File: src/rtl/upload_out_req_fifo.sv
// ---------------------------------------------------------------------------
// upload_out_req_fifo
//
// Local out-request FIFO between the upload flit FSM and the ring injection
// port. Flits are accepted one per cycle and released to the ring only once a
// whole packet (head..tail) is buffered, so a packet never stalls mid-ring
// waiting on upstream flits.
//
// Ports:
//   clk, rst          clock, asynchronous active-high reset
//   en_flit_in        upstream strobe; flit_in/ctrl_in valid this cycle
//   flit_in           flit data from the upload FSM datapath
//   ctrl_in           00 none, 01 head, 10 body, 11 tail
//   out_req_fifo_rdy  space for at least one flit (back-pressure to upload FSM)
//   ring_rdy          ring injection port accepts a flit this cycle
//   flit_out          flit at FIFO head
//   ctrl_out          ctrl of flit at FIFO head
//   flit_out_vld      flit_out/ctrl_out valid for transfer
//   pkt_cnt           complete packets buffered whose tail is not yet popped
//   fifo_state_out    drain FSM state (0 IDLE, 1 SEND)
//   err_overflow      sticky; push attempted while full
//   err_proto         sticky; ctrl framing violation on input
// ---------------------------------------------------------------------------
module upload_out_req_fifo #(
    parameter int FLIT_W = 16,
    parameter int DEPTH  = 16,
    parameter int PTR_W  = 4
) (
    input  logic              clk,
    input  logic              rst,
    input  logic              en_flit_in,
    input  logic [FLIT_W-1:0] flit_in,
    input  logic [1:0]        ctrl_in,
    output logic              out_req_fifo_rdy,
    input  logic              ring_rdy,
    output logic [FLIT_W-1:0] flit_out,
    output logic [1:0]        ctrl_out,
    output logic              flit_out_vld,
    output logic [PTR_W:0]    pkt_cnt,
    output logic              fifo_state_out,
    output logic              err_overflow,
    output logic              err_proto
);

    typedef enum logic {
        IDLE = 1'b0,
        SEND = 1'b1
    } state_t;

    localparam logic [1:0] CTRL_HEAD = 2'b01;
    localparam logic [1:0] CTRL_TAIL = 2'b11;
    localparam logic [PTR_W:0] FULL_CNT = (PTR_W+1)'(DEPTH);

    logic [FLIT_W+1:0] mem_q [DEPTH];
    logic [PTR_W-1:0]  wr_ptr_q, wr_ptr_d;
    logic [PTR_W-1:0]  rd_ptr_q, rd_ptr_d;
    logic [PTR_W:0]    count_q, count_d;
    logic [PTR_W:0]    pkt_cnt_q, pkt_cnt_d;
    logic              in_pkt_q, in_pkt_d;
    state_t            state_q, state_d;
    logic              err_ovf_q, err_ovf_d;
    logic              err_proto_q, err_proto_d;

    logic              push, accept, pop, full, vld;
    logic [1:0]        head_ctrl;

    assign full      = (count_q == FULL_CNT);
    assign push      = en_flit_in && (ctrl_in != 2'b00);
    assign accept    = push && !full;
    assign head_ctrl = mem_q[rd_ptr_q][FLIT_W+1:FLIT_W];

    // IDLE waits for a complete packet; SEND streams the rest of the current
    // one. The count guard keeps a malformed stream from popping an empty FIFO.
    assign vld = (count_q != '0) && ((state_q == SEND) || (pkt_cnt_q != '0));
    assign pop = vld && ring_rdy;

    assign out_req_fifo_rdy = !full;
    assign flit_out         = mem_q[rd_ptr_q][FLIT_W-1:0];
    assign ctrl_out         = head_ctrl;
    assign flit_out_vld     = vld;
    assign pkt_cnt          = pkt_cnt_q;
    assign fifo_state_out   = (state_q == SEND);
    assign err_overflow     = err_ovf_q;
    assign err_proto        = err_proto_q;

    always_comb begin
        wr_ptr_d    = wr_ptr_q;
        rd_ptr_d    = rd_ptr_q;
        count_d     = count_q;
        pkt_cnt_d   = pkt_cnt_q;
        in_pkt_d    = in_pkt_q;
        state_d     = state_q;
        err_ovf_d   = err_ovf_q;
        err_proto_d = err_proto_q;

        if (push && full) begin
            err_ovf_d = 1'b1;
        end

        if (accept) begin
            wr_ptr_d = wr_ptr_q + 1'b1;
            if ((ctrl_in == CTRL_HEAD && in_pkt_q) || (ctrl_in[1] && !in_pkt_q)) begin
                err_proto_d = 1'b1;
            end
            if (ctrl_in == CTRL_HEAD) begin
                in_pkt_d = 1'b1;
            end else if (ctrl_in == CTRL_TAIL) begin
                in_pkt_d = 1'b0;
            end
        end

        if (pop) begin
            rd_ptr_d = rd_ptr_q + 1'b1;
            case (state_q)
                IDLE: if (head_ctrl == CTRL_HEAD) state_d = SEND;
                SEND: if (head_ctrl == CTRL_TAIL) state_d = IDLE;
                default: state_d = IDLE;
            endcase
        end

        case ({accept, pop})
            2'b10:   count_d = count_q + 1'b1;
            2'b01:   count_d = count_q - 1'b1;
            default: count_d = count_q;
        endcase

        case ({accept && (ctrl_in == CTRL_TAIL), pop && (head_ctrl == CTRL_TAIL)})
            2'b10:   pkt_cnt_d = pkt_cnt_q + 1'b1;
            2'b01:   pkt_cnt_d = pkt_cnt_q - 1'b1;
            default: pkt_cnt_d = pkt_cnt_q;
        endcase
    end

    always_ff @(posedge clk or posedge rst) begin
        if (rst) begin
            wr_ptr_q    <= '0;
            rd_ptr_q    <= '0;
            count_q     <= '0;
            pkt_cnt_q   <= '0;
            in_pkt_q    <= 1'b0;
            state_q     <= IDLE;
            err_ovf_q   <= 1'b0;
            err_proto_q <= 1'b0;
        end else begin
            wr_ptr_q    <= wr_ptr_d;
            rd_ptr_q    <= rd_ptr_d;
            count_q     <= count_d;
            pkt_cnt_q   <= pkt_cnt_d;
            in_pkt_q    <= in_pkt_d;
            state_q     <= state_d;
            err_ovf_q   <= err_ovf_d;
            err_proto_q <= err_proto_d;
        end
    end

    // Storage is cleared on reset so flit_out/ctrl_out read zero afterwards.
    always_ff @(posedge clk or posedge rst) begin
        if (rst) begin
            for (int unsigned i = 0; i < DEPTH; i++) begin
                mem_q[i] <= '0;
            end
        end else if (accept) begin
            mem_q[wr_ptr_q] <= {ctrl_in, flit_in};
        end
    end

endmodule

File: config.mk
export PLATFORM = sky130hd
export DESIGN_NAME = upload_out_req_fifo
export DESIGN_NICKNAME = d
export VERILOG_FILES = /design/src/rtl/upload_out_req_fifo.sv
export SDC_FILE = /design/constraint.sdc
export NUM_CORES = 1
export LEC_CHECK = 0
export BUFFER_PORTS_ARGS = -buffer_cell sky130_fd_sc_hd__buf_2
export CORE_MARGIN = 1.5
export CORE_UTILIZATION = 35
export CTS_CLUSTER_DIAMETER = 30
export DETAILED_ROUTE_END_ITERATION = 8
export GPL_TIMING_DRIVEN = 0
export PLACE_DENSITY = 0.57
export REMOVE_ABC_BUFFERS = 1
export SETUP_SLACK_MARGIN = 0.5
export SLEW_MARGIN = 20
export SYNTH_ARGS = -nofsm -noshare
export SYNTH_HDL_FRONTEND = slang
export SYNTH_SLANG_ARGS = --single-unit
File: constraint.sdc
create_clock -name clk -period 9.3 [get_ports clk]
set_clock_uncertainty 0.05 [all_clocks]
set_input_delay 0.93 -clock clk [delete_from_list [all_inputs] [get_ports clk]]
set_output_delay 0.93 -clock clk [all_outputs]
set_load 0.02 [all_outputs]
# == Word-level counts from Yosys, hierarchy flattened ==
# Index checks and enable logic that the tools add are counted.
# word_totals
wordCells,80
input_bits,22
reg_bits,310
# classes
n_lt_le_gt_ge,3
n_eq_ne,9
bitwise,3
addsub,6
muxes,13
n_reduce_logical,22
# ops
op,n
bitwise mux 288 bit,1
binary-select mux 18 bit (select 4 bit),1
demux 18 bit (select 4 bit),1
2-to-1 mux 18 bit,3
one-hot mux 5 bit (2 select lines),2
adder 5 x 1 -> 5 bit (second input constant),2
greater-or-equal comparator 5 bit (second input constant),2
logical AND 1 bit,10
NOT 4 -> 5 bit,2
nonzero test 5 bit,2
subtractor 5 x 1 -> 5 bit (second input constant),2
adder 4 x 1 -> 4 bit (second input constant),2
equality test 2 x 1 -> 1 bit (second input constant),4
equality test 2 bit (second input constant),4
nonzero test 2 bit,4
equality test 5 bit (second input constant),1
less-than comparator 5 x 1 -> 1 bit (second input constant),1
2-to-1 mux 1 bit,4
AND reduction 2 bit,2
zero test 1 bit,2
logical OR 1 bit,2
one-hot mux 1 bit (2 select lines),1
NOT 1 bit,1

# == Logic depth before layout (Yosys ltp) ==
# logic_depth
ltp_word,8
mapped_depth,14
ltp_nobuf,13

# == Least setup slack after synthesis ==
# No wires, ideal clock.
# synth_path
path_type,register to register
startpoint,reg rd_ptr_q[0]
endpoint,"reg pkt_cnt_q[4], in the netlist pkt_cnt[4]"
path_stages_with_launch,15
t_arrival_ns,3.082
synth_period_minus_slack_ns,3.264
n_path_buf,2
setup_slack_ns,6.036
required_ns,9.119
setup_ns,0.131
cell_sequence,dfrtp_1 > clkbuf_1 > buf_4 > mux4_2 > a211oi_1 > a21oi_1 > and2_1 > ha_1 > xor2_1 > ha_1 > nand3b_1 > o21ai_0 > a222oi_1 > nor2_1 > xor2_1
# synth_between
elab_chain_cells,8
word_cells_on_any_way,10
cone_classes,eq/ne: 3; mux: 4; bitwise: 1; reduce/logical: 2
# synth_rtl
item,line_no,rtl
from (decl),56,"logic [PTR_W-1:0] rd_ptr_q, rd_ptr_d;"
from (signal assigned),146,rd_ptr_q <= rd_ptr_d;
NOT 4 -> 5 bit (implied by the code) *,70,assign head_ctrl = mem_q[rd_ptr_q][FLIT_W+1:FLIT_W];
binary-select mux 18 bit (select 4 bit) *,70,
2-to-1 mux 18 bit * (2 in series),-,
net ctrl_out[1],37,"output logic [1:0] ctrl_out,"
equality test 2 bit *,127,"case ({accept && (ctrl_in == CTRL_TAIL), pop && (head_ctrl == CTRL_TAIL)})"
logical AND 1 bit *,127,
equality test 2 x 1 -> 1 bit / equality test 2 bit (equally long branches),127,
one-hot mux 5 bit (2 select lines) / nonzero test 2 bit (equally long branches),-,
to (signal assigned),148,pkt_cnt_q <= pkt_cnt_d;
to (decl),58,"logic [PTR_W:0] pkt_cnt_q, pkt_cnt_d;"
# Mark *: on every way through the listed nets, which the timed path passes. The rest lies on a longest branch. The select of a mux whose other input is x is not followed.
# A chain may end at the register's enable or synchronous reset.

# == Worst setup path in the final report ==
# layout_path
startpoint,reg rd_ptr_q[0]
endpoint,out flit_out[14]
# layout_between
elab_chain_cells,4
# layout_rtl
item,line_no,rtl
NOT 4 -> 5 bit (implied by the code),78,assign flit_out = mem_q[rd_ptr_q][FLIT_W-1:0];
binary-select mux 18 bit (select 4 bit),78,
2-to-1 mux 18 bit (implied by the code) (2 in series),78,
to (decl),36,"output logic [FLIT_W-1:0] flit_out,"
# No other way between the ends. The select of a mux whose other input is x is not followed.

==> results.py <==
metrics = {
    "status": {
        "status": "completed",
    },
    "critical_path": {
        "crit_required_ns": 8.32,
        "end_kind": "output pin",
        "critPathMaxStageDelay_ns": 0.73,
        "crit_start": "rd_ptr_q[0]$_DFFE_PP0P_",
        "cp-endpoint": "flit_out[14]",
        "crit_path_top_delay_cell": "dfrtp_4",
        "crit_path_cell_trace": "buf_16 -> mux4_2 -> mux4_2 -> buf_2",
        "reg2regPathDepth": 14,
        "r2r_setup_slack_ns": 5.52,
        "critPathMaxFanout": 31,
        "path_common_cell": "mux4_2",
        "r2r-start": "rd_ptr_q[1]$_DFFE_PP0P_",
        "critPathLaunchType": "register",
        "regToRegEndpoint": "pkt_cnt[4]$_DFFE_PP0P_",
        "arrival_ns": 2.91,
        "crit_type": "register to output pin",
    },
    "placed_design": {
        "port-buffer-count": 49,
        "place_inst": 1400,
        "hpwl_mm": 18.52,
        "gp_congestion": 0.7036,
    },
    "timing": {
        "rsz0062_at_grt": "false",
        "drv_slew": 0,
        "worst_slew_pin_slew_ns": 0.9572,
        "period_share_pct": 41.81,
        "period_needed_ns": 3.888,
        "max_freq_mhz": 257.2,
        "hold_viol_final": 0,
        "maxSlewHeadroom_pct": 36.03,
        "setup_viol": 0,
        "fin_setup_tns_ns": 0,
    },
    "min_path": {
        "worst_hold_path_type": "input port to async pin",
    },
    "power_and_ir_drop": {
        "combPwrFrac_pct": 31.6,
        "power_leakage_uw": 0.007677,
        "seqPwrFrac_pct": 33.8,
        "sw_frac_of_total_pct": 29.70,
        "p_sw_uw": 2106,
        "internal_power_uw": 4983,
        "pwr-share-clk_pct": 34.6,
        "p_per_area_nw_per_um2": 400.8,
        "vdd_ir_drop_max_mv": 0.1938,
    },
    "drt": {
        "via_per_inst": 5.126,
        "drc": 0,
        "vias": 7853,
        "drtIter0Drc": 391,
        "ant_nets": 0,
        "wl_per_cell_um": 21.60,
        "wirelength_mm": 33.10,
        "drt_first_pass_iters": 4,
    },
    "synth": {
        "synthTopCellsByArea": "dfrtp_1 (54%), mux2_2 (23%), mux4_2 (14%)",
        "synth-seq-area-share_pct": 54.35,
        "yosysTopAreaCellShare_pct": 54.35,
        "synth_cell_type_count": 38,
        "yosys_warnings": 0,
        "mappedNetlistArea_um2": 14270,
        "ys_ff_latch": 310,
        "synth_area_leader_cell": "dfrtp_1",
        "post_synth.cell_area_avg_um2": 16.41,
        "synth_cells": 870,
    },
    "grt": {
        "grt_max_degree": 93,
        "grt_pass1_vias": 8560,
        "antenna_found_initial": 2,
        "grt-ovfl-total": 0,
        "grt_pass1_wl_mm": 52.12,
        "grtUsageTotal_pct": 16.64,
    },
    "clock_network": {
        "cts_resized": 0,
        "tritoncts": "yes",
        "clkTransAtPathRegs_ns": 0.04,
        "h-tree-depth": 3,
        "cts.sinks": 310,
        "cts.path.max_buffers": 3,
        "hold_buffers": 0,
        "clockRootBuffer": "clkbuf_16",
        "cts_made_buffers": 72,
        "clkLatencyLatePin_ns": 0.57,
        "postCtsSetupRepairBufs": 0,
    },
    "floorplanning": {
        "die-area_um2": 42000,
        "start_util_pct": 35.68,
        "fp.dieW_um": 204.9,
        "ios": 50,
        "core_region_area_um2": 40010,
        "chipHeight_um": 204.9,
        "rows": 73,
    },
    "finish": {
        "n_fill_cell": 3559,
        "layout-drive-gt1-share_pct": 58.45,
        "utilization_pct": 44.21,
        "layout.cells.non_filler": 1532,
        "nets": 984,
        "syn2layout_area_growth_pct": 23.93,
    },
    "flow_run": {
        "drv_cap": 0,
    },
}
cell families after synthesis:
family | synth area share [%]
multiplexers | 37.13
flip-flops | 54.35
buffers and inverters | 2.560
AND/OR/NAND/NOR | 2.674
AO/OA/AOI/OAI | 0.9907
XOR/XNOR | 1.105
adder cells (fa/ha/maj) | 1.192
power by group through the flow:
stage / Combinational, uW / Clock, uW / Sequential [uW]
final: 2240 / 2450 / 2400
after global routing: 2410 / 2580 / 2500
after CTS: 2290 / 2500 / 2400
after detailed placement: 2280 / 0 / 2420
after global placement: 2070 / 0 / 2550
after floorplan: 1660 / 0 / 2380
flip-flops by register name, summed over array words and instances, names as in the netlist, named ones only:
name and count:
err_overflow 1, in_pkt_q 1, err_proto 1, count_q 5, rd_ptr_q 4, mem_q 288, pkt_cnt 5, wr_ptr_q 4
worst max-delay path, delay by kind of cell, from the launching register on:
family | cells | cell delay (ns)
multiplexers | 2 | 1.08
flip-flops | 1 | 0.73
buffers and inverters | 2 | 0.51
layer usage:
| metal | wire length, um | GRT usage [%] | share of wire, % |
|---|---|---|---|
| met1 | 15290 | 22.69 | 46 |
| met2 | 15800 | 25.99 | 48 |
| met3 | 1403 | 4.184 | 4.2 |
| met4 | 592 | 5.396 | 1.8 |
| met5 | 13 | 0 | 0.039 |
through the flow:
stage,hold slack [ns],cell area [um2],power (uW),worst slack [ns]
finish,0.3845,17690,7089,5.412
global route,0.4282,17690,7493,5.276
CTS,0.4048,17690,7193,5.341
detailed placement,0.3953,15280,4694,5.411
global placement,0.3888,14850,4624,-4.058
floorplan,0.4026,13940,4039,-0.2527
synthesized netlist by cell type, drive strengths merged:
cell    number
inv         10
nand2b       2
a211oi       1
nand3        2
nand2       16
nor4         1
a21oi        5
xor2         7
ha          12
mux2i        4
mux2       291
buf         33
nor3         6
a21o         3
a222oi       2
dfrtp      310
clkbuf      30
xnor2       11
o21bai       1
nor2b        1
a22oi        1
nand3b       2
nor2        18
nand4        2
fa           1
o21ai        8
o31ai        1
and2         1
mux4        88
cells in the final DEF (no fill, tap or decap), drive strengths merged:
cell type	instances
dfrtp	310
mux2	291
clkbuf	101
mux4	88
buf	68
nor2	18
clkinv	17
nand2	16
inv	14
ha	12
xnor2	11
o21ai	8
xor2	7
nor3	6
bufinv	5
a21oi	5
mux2i	4
clkinvlp	4
a21o	3
nand2b	2
nand3	2
nand3b	2
a222oi	2
nand4	2
diode	1
nor4	1
a22oi	1
nor2b	1
a211oi	1
and2	1
o21bai	1
o31ai	1
fa	1
how the worst min path moves through the flow:
stage	from	end	slack [ns]	depth (start not counted)
after floorplan	mem_q[216]$_DFFE_PP0P_	mem_q[216]$_DFFE_PP0P_	0.40	1
after global placement	err_proto$_DFFE_PP0P_	err_proto$_DFFE_PP0P_	0.39	1
after detailed placement	err_proto$_DFFE_PP0P_	err_proto$_DFFE_PP0P_	0.40	1
after CTS	err_proto$_DFFE_PP0P_	err_proto$_DFFE_PP0P_	0.40	1
after global routing	rst	mem_q[234]$_DFFE_PP0P_	0.43	2
final	rst	mem_q[244]$_DFFE_PP0P_	0.38	2
final cells by class:
class / instances / area, um2 / area share, %
antenna: 1 / 2.502 / 0.01415
clock buffer: 101 / 2072 / 11.71
clock inverter: 30 / 334.1 / 1.889
inverter: 10 / 45.04 / 0.2547
multi-input combinational: 487 / 6160 / 34.82
sequential: 310 / 7767 / 43.91
tap: 525 / 656.9 / 3.714
timing repair buffer: 68 / 650.6 / 3.678
(Power assumes the default switching activity.)
